===== config.mk =====
export PLATFORM = sky130hd
export DESIGN_NAME = pkt_eject_sink
export DESIGN_NICKNAME = d
export VERILOG_FILES = /design/src/rtl/pkt_sink_pkg.sv /design/src/rtl/pkt_sink_fifo.sv /design/src/rtl/pkt_eject_sink.sv
export SDC_FILE = /design/constraint.sdc
export NUM_CORES = 1
export LEC_CHECK = 0
export CAP_MARGIN = 25
export CELL_PAD_IN_SITES_DETAIL_PLACEMENT = 1
export CELL_PAD_IN_SITES_GLOBAL_PLACEMENT = 1
export CORE_ASPECT_RATIO = 0.75
export CORE_MARGIN = 2
export CORE_UTILIZATION = 47
export CTS_BUF_LIST = sky130_fd_sc_hd__clkbuf_16
export DETAILED_ROUTE_END_ITERATION = 7
export GPL_TIMING_DRIVEN = 0
export PLACE_DENSITY_LB_ADDON = 0.1
export SYNTH_ARGS = -nofsm -noshare
export SYNTH_HDL_FRONTEND = slang
export SYNTH_HIERARCHICAL = 1
export SYNTH_SLANG_ARGS = --single-unit

===== constraint.sdc =====
create_clock -name clk -period 7.15 [get_ports clk]
set_clock_uncertainty 0.05 [all_clocks]
set_input_delay 1.43 -clock clk [delete_from_list [all_inputs] [get_ports clk]]
set_output_delay 1.43 -clock clk [all_outputs]
set_load 0.05 [all_outputs]

===== src/rtl/pkt_sink_pkg.sv =====
// Shared types and widths for the packet ejection sink.
`ifndef TYPE_W
`define TYPE_W 4
`endif
`ifndef ID_W
`define ID_W 4
`endif
`ifndef FLIT_W
`define FLIT_W 32
`endif

package pkt_sink_pkg;
  localparam int CNT_W = 16;

  typedef struct packed {
    logic [`TYPE_W-1:0] pkt_type;
    logic [`ID_W-1:0]   src;
    logic [`FLIT_W-1:0] data;
  } pkt_entry_t;
endpackage


===== src/rtl/pkt_sink_fifo.sv =====
// Circular-buffer queue with show-ahead head entry; one per traffic class.
`ifndef TYPE_W
`define TYPE_W 4
`endif
`ifndef ID_W
`define ID_W 4
`endif
`ifndef FLIT_W
`define FLIT_W 32
`endif

module pkt_sink_fifo
  import pkt_sink_pkg::*;
#(
  parameter int DEPTH = 4
) (
  input  logic                     clk,
  input  logic                     rst,
  input  logic                     push,
  input  pkt_entry_t               din,
  input  logic                     pop,
  output pkt_entry_t               dout,
  output logic                     empty,
  output logic                     full,
  output logic [$clog2(DEPTH):0]   count
);
  localparam int PTR_W = $clog2(DEPTH);

  pkt_entry_t       mem [DEPTH];
  logic [PTR_W-1:0] wr_ptr_reg;
  logic [PTR_W-1:0] rd_ptr_reg;
  logic [PTR_W:0]   count_reg;
  logic             do_push;
  logic             do_pop;

  assign full    = (count_reg == (PTR_W+1)'(DEPTH));
  assign empty   = (count_reg == '0);
  assign do_push = push & ~full & ~rst;
  assign do_pop  = pop & ~empty & ~rst;

  // Storage carries no reset so it maps onto plain RAM.
  always_ff @(posedge clk) begin
    if (do_push) mem[wr_ptr_reg] <= din;
  end

  always_ff @(posedge clk) begin
    if (rst) begin
      wr_ptr_reg <= '0;
      rd_ptr_reg <= '0;
      count_reg  <= '0;
    end else begin
      if (do_push) wr_ptr_reg <= wr_ptr_reg + 1'b1;
      if (do_pop)  rd_ptr_reg <= rd_ptr_reg + 1'b1;
      case ({do_push, do_pop})
        2'b10:   count_reg <= count_reg + 1'b1;
        2'b01:   count_reg <= count_reg - 1'b1;
        default: count_reg <= count_reg;
      endcase
    end
  end

  assign dout  = mem[rd_ptr_reg];
  assign count = count_reg;
endmodule


===== src/rtl/pkt_eject_sink.sv =====
// Local ejection sink: target check, two class queues, strict-priority
// presentation with a starvation guard for the normal class.
`ifndef TYPE_W
`define TYPE_W 4
`endif
`ifndef ID_W
`define ID_W 4
`endif
`ifndef FLIT_W
`define FLIT_W 32
`endif

module pkt_eject_sink
  import pkt_sink_pkg::*;
#(
  parameter logic [`ID_W-1:0] MY_ID      = '0,
  parameter int               DEPTH_HI   = 4,
  parameter int               DEPTH_LO   = 8,
  parameter int               STARVE_MAX = 4
) (
  input  logic               clk,
  input  logic               rst,
  input  logic               pkt_out_vld,
  input  logic               pkt_out_qos,
  input  logic [`TYPE_W-1:0] pkt_out_type,
  input  logic [`ID_W-1:0]   pkt_out_src,
  input  logic [`ID_W-1:0]   pkt_out_tgt,
  input  logic [`FLIT_W-1:0] pkt_out_data,
  output logic               pkt_out_rdy,
  output logic               loc_vld,
  output logic               loc_qos,
  output logic [`TYPE_W-1:0] loc_type,
  output logic [`ID_W-1:0]   loc_src,
  output logic [`FLIT_W-1:0] loc_data,
  input  logic               loc_rdy,
  output logic [CNT_W-1:0]   rx_cnt,
  output logic [CNT_W-1:0]   drop_cnt,
  output logic               err_misroute
);
  localparam int HI_CW = $clog2(DEPTH_HI) + 1;
  localparam int LO_CW = $clog2(DEPTH_LO) + 1;
  localparam int ST_W  = $clog2(STARVE_MAX + 1);

  pkt_entry_t       in_entry, hi_head, lo_head, sel_head;
  logic [HI_CW-1:0] hi_count;
  logic [LO_CW-1:0] lo_count;
  logic             hi_empty, lo_empty, hi_full, lo_full;
  logic             accept, is_mine, push_hi, push_lo, drop;
  logic             sel_hi, sel_lo, pop_hi, pop_lo;
  logic [ST_W-1:0]  starve_cnt_reg;
  logic [CNT_W-1:0] rx_cnt_reg, drop_cnt_reg;
  logic             err_misroute_reg;
  logic             unused_full;

  // Ready looks only at registered occupancy: a full queue refuses even when it pops.
  assign pkt_out_rdy = ~rst & (pkt_out_qos ? (hi_count < HI_CW'(DEPTH_HI))
                                           : (lo_count < LO_CW'(DEPTH_LO)));
  assign accept  = pkt_out_vld & pkt_out_rdy;
  assign is_mine = (pkt_out_tgt == MY_ID);
  assign push_hi = accept & is_mine & pkt_out_qos;
  assign push_lo = accept & is_mine & ~pkt_out_qos;
  assign drop    = accept & ~is_mine;
  assign in_entry = '{pkt_type: pkt_out_type, src: pkt_out_src, data: pkt_out_data};
  assign unused_full = hi_full | lo_full;

  pkt_sink_fifo #(.DEPTH(DEPTH_HI)) u_hi_q (
    .clk(clk), .rst(rst), .push(push_hi), .din(in_entry), .pop(pop_hi),
    .dout(hi_head), .empty(hi_empty), .full(hi_full), .count(hi_count)
  );

  pkt_sink_fifo #(.DEPTH(DEPTH_LO)) u_lo_q (
    .clk(clk), .rst(rst), .push(push_lo), .din(in_entry), .pop(pop_lo),
    .dout(lo_head), .empty(lo_empty), .full(lo_full), .count(lo_count)
  );

  always_comb begin
    sel_hi   = ~hi_empty & (lo_empty | (starve_cnt_reg < ST_W'(STARVE_MAX)));
    sel_lo   = ~sel_hi & ~lo_empty;
    sel_head = sel_hi ? hi_head : lo_head;
    loc_vld  = sel_hi | sel_lo;
    loc_qos  = sel_hi;
    loc_type = loc_vld ? sel_head.pkt_type : '0;
    loc_src  = loc_vld ? sel_head.src      : '0;
    loc_data = loc_vld ? sel_head.data     : '0;
    pop_hi   = sel_hi & loc_rdy;
    pop_lo   = sel_lo & loc_rdy;
  end

  // The guard blocks hi once the limit is hit, so the counter never passes STARVE_MAX.
  always_ff @(posedge clk) begin
    if (rst) begin
      starve_cnt_reg <= '0;
    end else if (pop_hi && !lo_empty) begin
      starve_cnt_reg <= starve_cnt_reg + 1'b1;
    end else if (pop_lo || lo_empty) begin
      starve_cnt_reg <= '0;
    end
  end

  always_ff @(posedge clk) begin
    if (rst) begin
      rx_cnt_reg       <= '0;
      drop_cnt_reg     <= '0;
      err_misroute_reg <= 1'b0;
    end else begin
      if ((push_hi || push_lo) && (rx_cnt_reg != '1)) rx_cnt_reg <= rx_cnt_reg + 1'b1;
      if (drop && (drop_cnt_reg != '1)) drop_cnt_reg <= drop_cnt_reg + 1'b1;
      if (drop) err_misroute_reg <= 1'b1;
    end
  end

  assign rx_cnt       = rx_cnt_reg;
  assign drop_cnt     = drop_cnt_reg;
  assign err_misroute = err_misroute_reg;
endmodule


==> flow_summary.toml <==
[sta]
fin_crit_sh = 0.928
tns_ns = 0
tightestPinTransition_ns = 1.00
whs_ns = 0.417
rsz0062_at_grt = "false"
max_freq_ghz = 0.151
maxSlewViolCount = 0
report.final.hold_viol_count = 0
fin_crit_ns = 6.63
post-route-worst-setup-slack_ns = 0.518
setup_viol = 0
relSlewSlack = 0.324

[detailed_routing]
drc = 0
vias_per_cell = 5.88
wl_per_cell_um = 27.0
firstDrtPassIters = 5
num_vias = 12000
first_iter_violations = 853
totalWireLength_um = 55000
final_antenna_net_count = 0

[clock_network]
cts_resized = 0
clockBufferDepth = 3
cts_setup_buffers = 0
path_clk_slew_ns = 0.06
clkLatencyLatePin_ns = 0.59
postCtsHoldBufs = 0
cts_buffers = 51
root_buffer = "clkbuf_16"
h-tree-depth = 2
cts.sinks = 538
cts_tree = "built"

[grt]
track_usage = 0.232
overflow = 0
grt_pass1_vias = 12600
antenna_found_initial = 1
grt_first_pass_wirelength_um = 81400
grt_max_degree = 41

[floorplanning]
num_io_pins = 125
die_y_um = 191
dieArea_mm2 = 0.0484
start_util = 0.476
core_area_mm2 = 0.0460
rows = 68
die_w_um = 253

[logic_synthesis]
netlist_instances = 1163
postSynthAreaPerCell_um2 = 18.8
synthesis.area_mm2 = 0.0219
syn_nets = 1226
yosysWarnings = 6

[cells_and_area]
regMostFlops = "u_lo_q/mem"
final_core_util = 0.564
num-nets-final = 1433
largest_register_ff_count = 320
design_area_mm2 = 0.0260
largestRegisters = "u_lo_q/mem: 320 flops, u_hi_q/mem: 160 flops"
area_growth_pct = 18.5
n_fill_cell = 4091
fin_cells = 2036
seq_area_mm2 = 0.0156
multi_input_area_mm2 = 0.00594
drive_gt1_frac = 0.162

[placement]
place.port_buffers = 124
post-dp-hpwl_um = 33800
dp.cells = 1947
dpl_cell_area_mm2 = 0.0244
gp_congestion = 0.794
post-place-ws_ns = 1.11

[critical_path]
reg2reg_depth = 14
arrival_ns = 5.15
crit_type = "register to output pin"
startpoint_type = "register"
worstPathRequired_ns = 5.67
worstSetupEndpointType = "output pin"
path_max_fanout = 10

[hold_path]
hp-class = "register to register"
hold_depth = 1

[run_status]
status = "finished, final reports clean"

[pwr]
ir_drop_uv = 167
seqPwrFrac = 0.562
power.share.clock = 0.423
power.total_mw = 6.09
power_density_mw_per_mm2 = 235
combPwrFrac = 0.016
intPower_mw = 4.89
switching_share = 0.198
power.switching_mw = 1.21
p_leak_nw = 8.31

[flow_run]
max_cap_viol_count = 0
## final timing paths
kind	from	end	slack, ns
worst max-delay path	u_lo_q/count[1]$_SDFFE_PP0P_	loc_data[7]	0.52
worst min-delay path	err_misroute$_SDFFE_PP0P_	err_misroute$_SDFFE_PP0P_	0.42
worst max register to register	u_lo_q/count[1]$_SDFFE_PP0P_	u_lo_q/count[3]$_SDFFE_PP0P_	1.70
worst min register to register	err_misroute$_SDFFE_PP0P_	err_misroute$_SDFFE_PP0P_	0.42
## metal layers
layer  wire length, µm  GRT usage  up-vias
met5                13          0        -
met4               794     0.0508        2
met3              2890     0.0432       62
met2             25700      0.365      299
met1             25700      0.340     6371
li1                  -          -     5238
## power groups by stage
stage          registers [mW]  clock network [mW]  logic [mW]
2_1_floorplan            3.49                   0      0.0186
3_3_place_gp             3.49                   0      0.0916
3_5_place_dp             3.49                   0      0.0966
4_1_cts                  3.42                2.64      0.0968
5_1_grt                  3.42                2.74       0.105
6_report                 3.42                2.58      0.0954
## worst max-delay path: stages, from the launching register on
cell             delay (ns)
dfxtp_1                0.30
buf_4                  0.16
nor4_1                 0.82
clkinv_1               0.51
a21oi_1                0.90
clkbuf_1               0.68
nand2_1                0.13
nand2_1                0.22
clkdlybuf4s50_1        0.85
## cell usage in the layout (no fill, tap or decap), types with 13 or more instances in the layout
cell / instances
mux4_2: 40
inv_1: 25
o211ai_1: 40
clkbuf_1: 43
a21oi_1: 29
nand3_1: 15
nor2_1: 25
or4_1: 18
mux2_2: 45
edfxtp_1: 480
buf_6: 32
ha_1: 13
nand2_1: 94
clkbuf_16: 51
mux4_1: 80
o31ai_1: 17
clkdlybuf4s50_1: 124
dfxtp_1: 58
## final cells by class
cell class                      count  area share
Sequential cell                   538       0.600
Multi-Input combinational cell    543       0.229
Timing Repair Buffer              154      0.0628
Clock buffer                       51      0.0492
Tap cell                          630      0.0304
Buffer                             68      0.0158
Clock inverter                     37      0.0109
Inverter                           14     0.00202
Antenna cell                        1   0.0000964
(Power assumes the default switching activity.)
